===== config.mk =====
export PLATFORM = sky130hd
export DESIGN_NAME = frame_buffer
export DESIGN_NICKNAME = d
export VERILOG_FILES = /design/src/rtl/frame_buffer.sv
export SDC_FILE = /design/constraint.sdc
export NUM_CORES = 2
export LEC_CHECK = 0
export ABC_AREA = 1
export BUFFER_PORTS_ARGS = -buffer_cell sky130_fd_sc_hd__clkbuf_2
export CAP_MARGIN = 20
export CORE_MARGIN = 1.5
export CORE_UTILIZATION = 45
export CTS_BUF_LIST = sky130_fd_sc_hd__clkbuf_16
export CTS_CLUSTER_DIAMETER = 30
export DETAILED_ROUTE_END_ITERATION = 8
export HOLD_SLACK_MARGIN = 0.02
export PLACE_DENSITY_LB_ADDON = 0.2
export SYNTH_ARGS = -nofsm -noshare
export SYNTH_HDL_FRONTEND = slang
export SYNTH_MEMORY_MAX_BITS = 65536
export SYNTH_SLANG_ARGS = --single-unit

===== constraint.sdc =====
create_clock -name clk -period 7.9 [get_ports clk]
set_input_delay 0.79 -clock clk [delete_from_list [all_inputs] [get_ports clk]]
set_output_delay 0.79 -clock clk [all_outputs]
set_load 0.01 [all_outputs]

===== src/rtl/frame_buffer.sv =====
// Ping-pong frame buffer: stores N complex samples per bank, reads them back in bit-reversed or natural order.
// Latency: N cycles from first accepted input to first output; sustains one sample per clock on both sides.
// Backpressure: in_ready drops only when both banks are full; out_* hold steady while out_ready is low.
module frame_buffer #(
    parameter int N      = 32,
    parameter int IW     = 29,
    parameter int SHIFT  = 4,
    parameter int BITREV = 1
) (
    input  logic                   clk,
    input  logic                   rst,
    input  logic                   in_valid,
    output logic                   in_ready,
    input  logic [IW-1:0]          in_re,
    input  logic [IW-1:0]          in_im,
    output logic                   out_valid,
    input  logic                   out_ready,
    output logic [IW+SHIFT-1:0]    out_re,
    output logic [IW+SHIFT-1:0]    out_im,
    output logic [$clog2(N)-1:0]   out_idx,
    output logic                   out_last
);

    localparam int OW = IW + SHIFT;
    localparam int AW = $clog2(N);

    typedef struct packed {
        logic [OW-1:0] re;
        logic [OW-1:0] im;
    } cplx_t;

    // Bank select is the address MSB: entries 0..N-1 are bank 0, N..2N-1 are bank 1.
    cplx_t mem [0:2*N-1];

    logic [AW-1:0] wcnt;
    logic [AW-1:0] rcnt;
    logic [AW-1:0] rd_idx;
    logic          wb;
    logic          rb;
    logic [1:0]    full;
    logic [1:0]    full_set;
    logic [1:0]    full_clr;
    logic          wr_fire;
    logic          rd_fire;
    logic          wr_wrap;
    logic          rd_wrap;
    cplx_t         rd_dat;

    assign in_ready  = !full[wb] && !rst;
    assign out_valid = full[rb] && !rst;
    assign wr_fire   = in_valid && in_ready;
    assign rd_fire   = out_valid && out_ready;
    assign wr_wrap   = (wcnt == AW'(N - 1));
    assign rd_wrap   = (rcnt == AW'(N - 1));

    always_comb begin
        rd_idx = rcnt;
        if (BITREV != 0) begin
            for (int i = 0; i < AW; i++) begin
                rd_idx[i] = rcnt[AW-1-i];
            end
        end
    end

    // A bank is only written while not full and only read while full, so set and clear never hit the same bit.
    always_comb begin
        full_set = 2'b00;
        full_clr = 2'b00;
        if (wr_fire && wr_wrap) begin
            full_set[wb] = 1'b1;
        end
        if (rd_fire && rd_wrap) begin
            full_clr[rb] = 1'b1;
        end
    end

    always_ff @(posedge clk) begin
        if (wr_fire) begin
            mem[{wb, wcnt}] <= cplx_t'{re: {in_re, {SHIFT{1'b0}}}, im: {in_im, {SHIFT{1'b0}}}};
        end
    end

    always_ff @(posedge clk) begin
        if (rst) begin
            wcnt <= '0;
            rcnt <= '0;
            wb   <= 1'b0;
            rb   <= 1'b0;
            full <= 2'b00;
        end else begin
            full <= (full | full_set) & ~full_clr;
            if (wr_fire) begin
                wcnt <= wr_wrap ? '0 : wcnt + AW'(1);
                if (wr_wrap) begin
                    wb <= ~wb;
                end
            end
            if (rd_fire) begin
                rcnt <= rd_wrap ? '0 : rcnt + AW'(1);
                if (rd_wrap) begin
                    rb <= ~rb;
                end
            end
        end
    end

    assign rd_dat   = mem[{rb, rd_idx}];
    assign out_re   = out_valid ? rd_dat.re : '0;
    assign out_im   = out_valid ? rd_dat.im : '0;
    assign out_idx  = out_valid ? rd_idx : '0;
    assign out_last = out_valid && rd_wrap;

endmodule


==> key figures <==
Critical path
  • Critical-path cell list: buf_4 > buf_4 > nand2_1 > nand3_1 > nand3_1 > nand3_1 > nand3_1 > nand3_1 > nand2_1 > nor2_1 > clkbuf_2
  • CP max-delay cell: dfxtp_4
  • Worst Path Arrival: 5.14 ns
  • Worst path max stage delay: 0.83 ns
  • Most used cell, CP: nand3_1
  • Crit path max fanout: 84
  • Startpoint Class: flop
  • Crit path kind: flop to output pin
  • Top delay family on crit path: simple AND/OR/NAND/NOR gates
  • CP bufs+invs: 3
  • CP required: 7.11 ns
  • Crit end category: output pin

Logic synthesis
  • Flops & latches, synth: 3,726
  • Synth Area in XOR/XNOR: 0.00586%
  • Warning count from the yosys run: 0
  • Simple-Gate Fraction of Synth Area: 21.8%
  • Yosys cell types: 30
  • Post-synthesis sequential area ratio: 74.7%
  • Syn Inst Count: 12.4k
  • Post-synthesis compound-gate area fraction: 0.699%
  • Synth Area in Adders: 0.0335%
  • Mux cell area share after synthesis: 0%
  • Mean Syn Cell Area: 12.1 um^2
  • Cell area after synthesis: 150,000 um^2
  • Largest family of logic cells by synthesized area: simple AND/OR/NAND/NOR gates

GRT
  • Vias in the first global route: 98.7k
  • Total gr overflow: 0
  • Largest net degree at the start of global routing: 229
  • First-pass GRT wire length: 683 mm
  • Initial antenna violation count: 16
  • GRT Total Usage: 27.8%

Drt
  • DRC: 0
  • DRT Pass-1 Iters: 8
  • Vias per cell: 5.82
  • DR WL/cell: 27.0 um
  • Vias: 102k
  • Total Routed Length: 474 mm
  • Antenna-violating nets left: 0
  • Drt first-iter violations: 13.3k

Worst hold path
  • Worst Hold Class: input port to flop

STA
  • Final worst slack: 1.97 ns
  • Fmax: 169 MHz
  • Max-slew violations: 0
  • Setup violators final: 0
  • Final period utilization: 75.1%
  • Total negative slack: 0 ns
  • Tmin final: 5.93 ns
  • Worst-Margin Slew: 1.29 ns
  • Worst slew margin: 14.3%
  • Hold Violations, Final: 0
  • Setup Skew: 0.0456 ns
  • RSZ-0062 raised after global routing: no

Layout
  • Area grow syn2layout: 18.8%
  • Most common cell after layout, fill and taps aside: nand2_1
  • Most frequent cells in the layout: nand2_1 (4,186), edfxtp_1 (3,712), nand3_1 (3,139), clkbuf_16 (677), buf_4 (206)
  • Non-filler instance count after layout: 17.6k
  • Final nets: 12.7k
  • Share of layout cells above drive strength 1: 11.6%

Clock tree
  • Htree depth: 6
  • Postcts setup bufs: 0
  • Clk slew on worst S/H paths: 0.05 ns
  • Clock tree buffer depth: 4
  • CTS sink count: 3,726
  • CTS Buf Count: 666
  • Worst-skew pair later-pin latency: 1.05 ns
  • Clock Tree Root: clkbuf_16
  • CTS tree: yes

Placement
  • Hpwl dp: 240 mm
  • I/O Buffers: 127
  • Placer Congestion: 0.828
  • Cell Count Post-Placement: 16.3k
  • Worst slack, placed: 2.94 ns

Power
  • Leakage: 0.0635 uW
  • PwrDens: 287 nW/um^2
  • Max IR drop VDD: 0.248 mV

Outcome
  • Outcome: complete, no violations

Floorplan
  • Initial core utilization: 45.2%
  • Io pins: 136
  • Core area: 331,000 um^2
  • Die Ht: 579 um
  • Site row count: 211
  • Die Area: 336,000 um^2
  • Die W: 579 um

Run
  • Max Cap Viol: 0
==> path summary, 6_finish.rpt <==
path	from	end	slack, ns	cells after the start
worst max-delay path	rcnt[4]$_SDFFE_PP0N_	out_re[32]	1.97	11
worst max register to register	rb$_SDFFE_PP0N_	full[1]$_SDFF_PP0_	3.27	11
worst min-delay path	rst	full[0]$_SDFF_PP0_	0.19	2
worst min register to register	full[1]$_SDFF_PP0_	full[1]$_SDFF_PP0_	0.52	2
==> area by class of cell <==
class                      instances  area [um^2]
inverter                          25          134
tap                             4366         5460
timing repair buffer             394         3480
clock inverter                   554         5780
antenna                            8         20.0
sequential                      3726       112000
multi-input combinational       7818        34100
clock buffer                     677        16900
fill                           27326       153000
==> synth_stat cells (all sizes together) <==
cell / instances / area (um^2)
clkinv: 1 / 3.75
buf: 570 / 3090
nand4: 6 / 37.5
a211oi: 1 / 7.51
ha: 4 / 50.1
nor3: 19 / 100
edfxtp: 3712 / 111000
nor2: 258 / 968
o22ai: 36 / 225
a21boi: 4 / 30.0
o21ai: 76 / 380
clkbuf: 256 / 962
xor2: 1 / 8.76
dfxtp: 14 / 280
nand3: 3139 / 15700
conb: 1 / 3.75
nand2: 4187 / 15700
o211ai: 4 / 30.0
a21oi: 73 / 365
nor3b: 1 / 7.51
inv: 24 / 90.1
a31oi: 1 / 6.26
==> through the flow <==
stage	utilization, %	hold WS, ns	power, uW	instance area [um^2]
after CTS	53.7	0.121	51200	178000
after global placement	46.8	0.486	22700	155000
after floorplan	-	0.453	22300	150000
final	53.8	0.192	51000	178000
after detailed placement	46.9	0.503	22700	155000
after global routing	53.8	0.171	52100	178000
==> power by group <==
group | internal, uW | switching, uW
sequential | 21800 | 9.60
clock | 18600 | 9970
combinational | 59.0 | 473
==> logic make-up (layout without fill, tap and decap cells) <==
kind of cell / count (synthesis) / after routing
other: 1 / 16
buffers and inverters: 851 / 1650
adder cells (fa/ha/maj): 4 / 4
XOR/XNOR: 1 / 1
flip-flops: 3726 / 3726
AND/OR/NAND/NOR: 7610 / 7610
AO/OA/AOI/OAI: 195 / 195
==> flip-flops by register name, indices dropped and copies added, names as in the netlist <==
signal / count
full: 2
wcnt: 5
rcnt: 5
wb: 1
rb: 1
mem: 3712
==> layer usage <==
metal / wire [um] / global-route usage [%] / up-vias / part of all wire, %
met2: 213000 / 42.7 / 5741 / 45
li1: - / - / 44765 / -
met4: 18900 / 11.1 / 14 / 4.0
met3: 49700 / 5.22 / 900 / 10
met1: 191000 / 39.1 / 50838 / 40
met5: 90 / 0 / - / 0.019
==> what timing repair did <==
action | 4_1_cts | 5_1_grt
gates resized for setup | 0 | 0
endpoints found under the hold margin | 8 | 0
hold buffers | 1 | 0
Power figures use the tool's default switching activity.
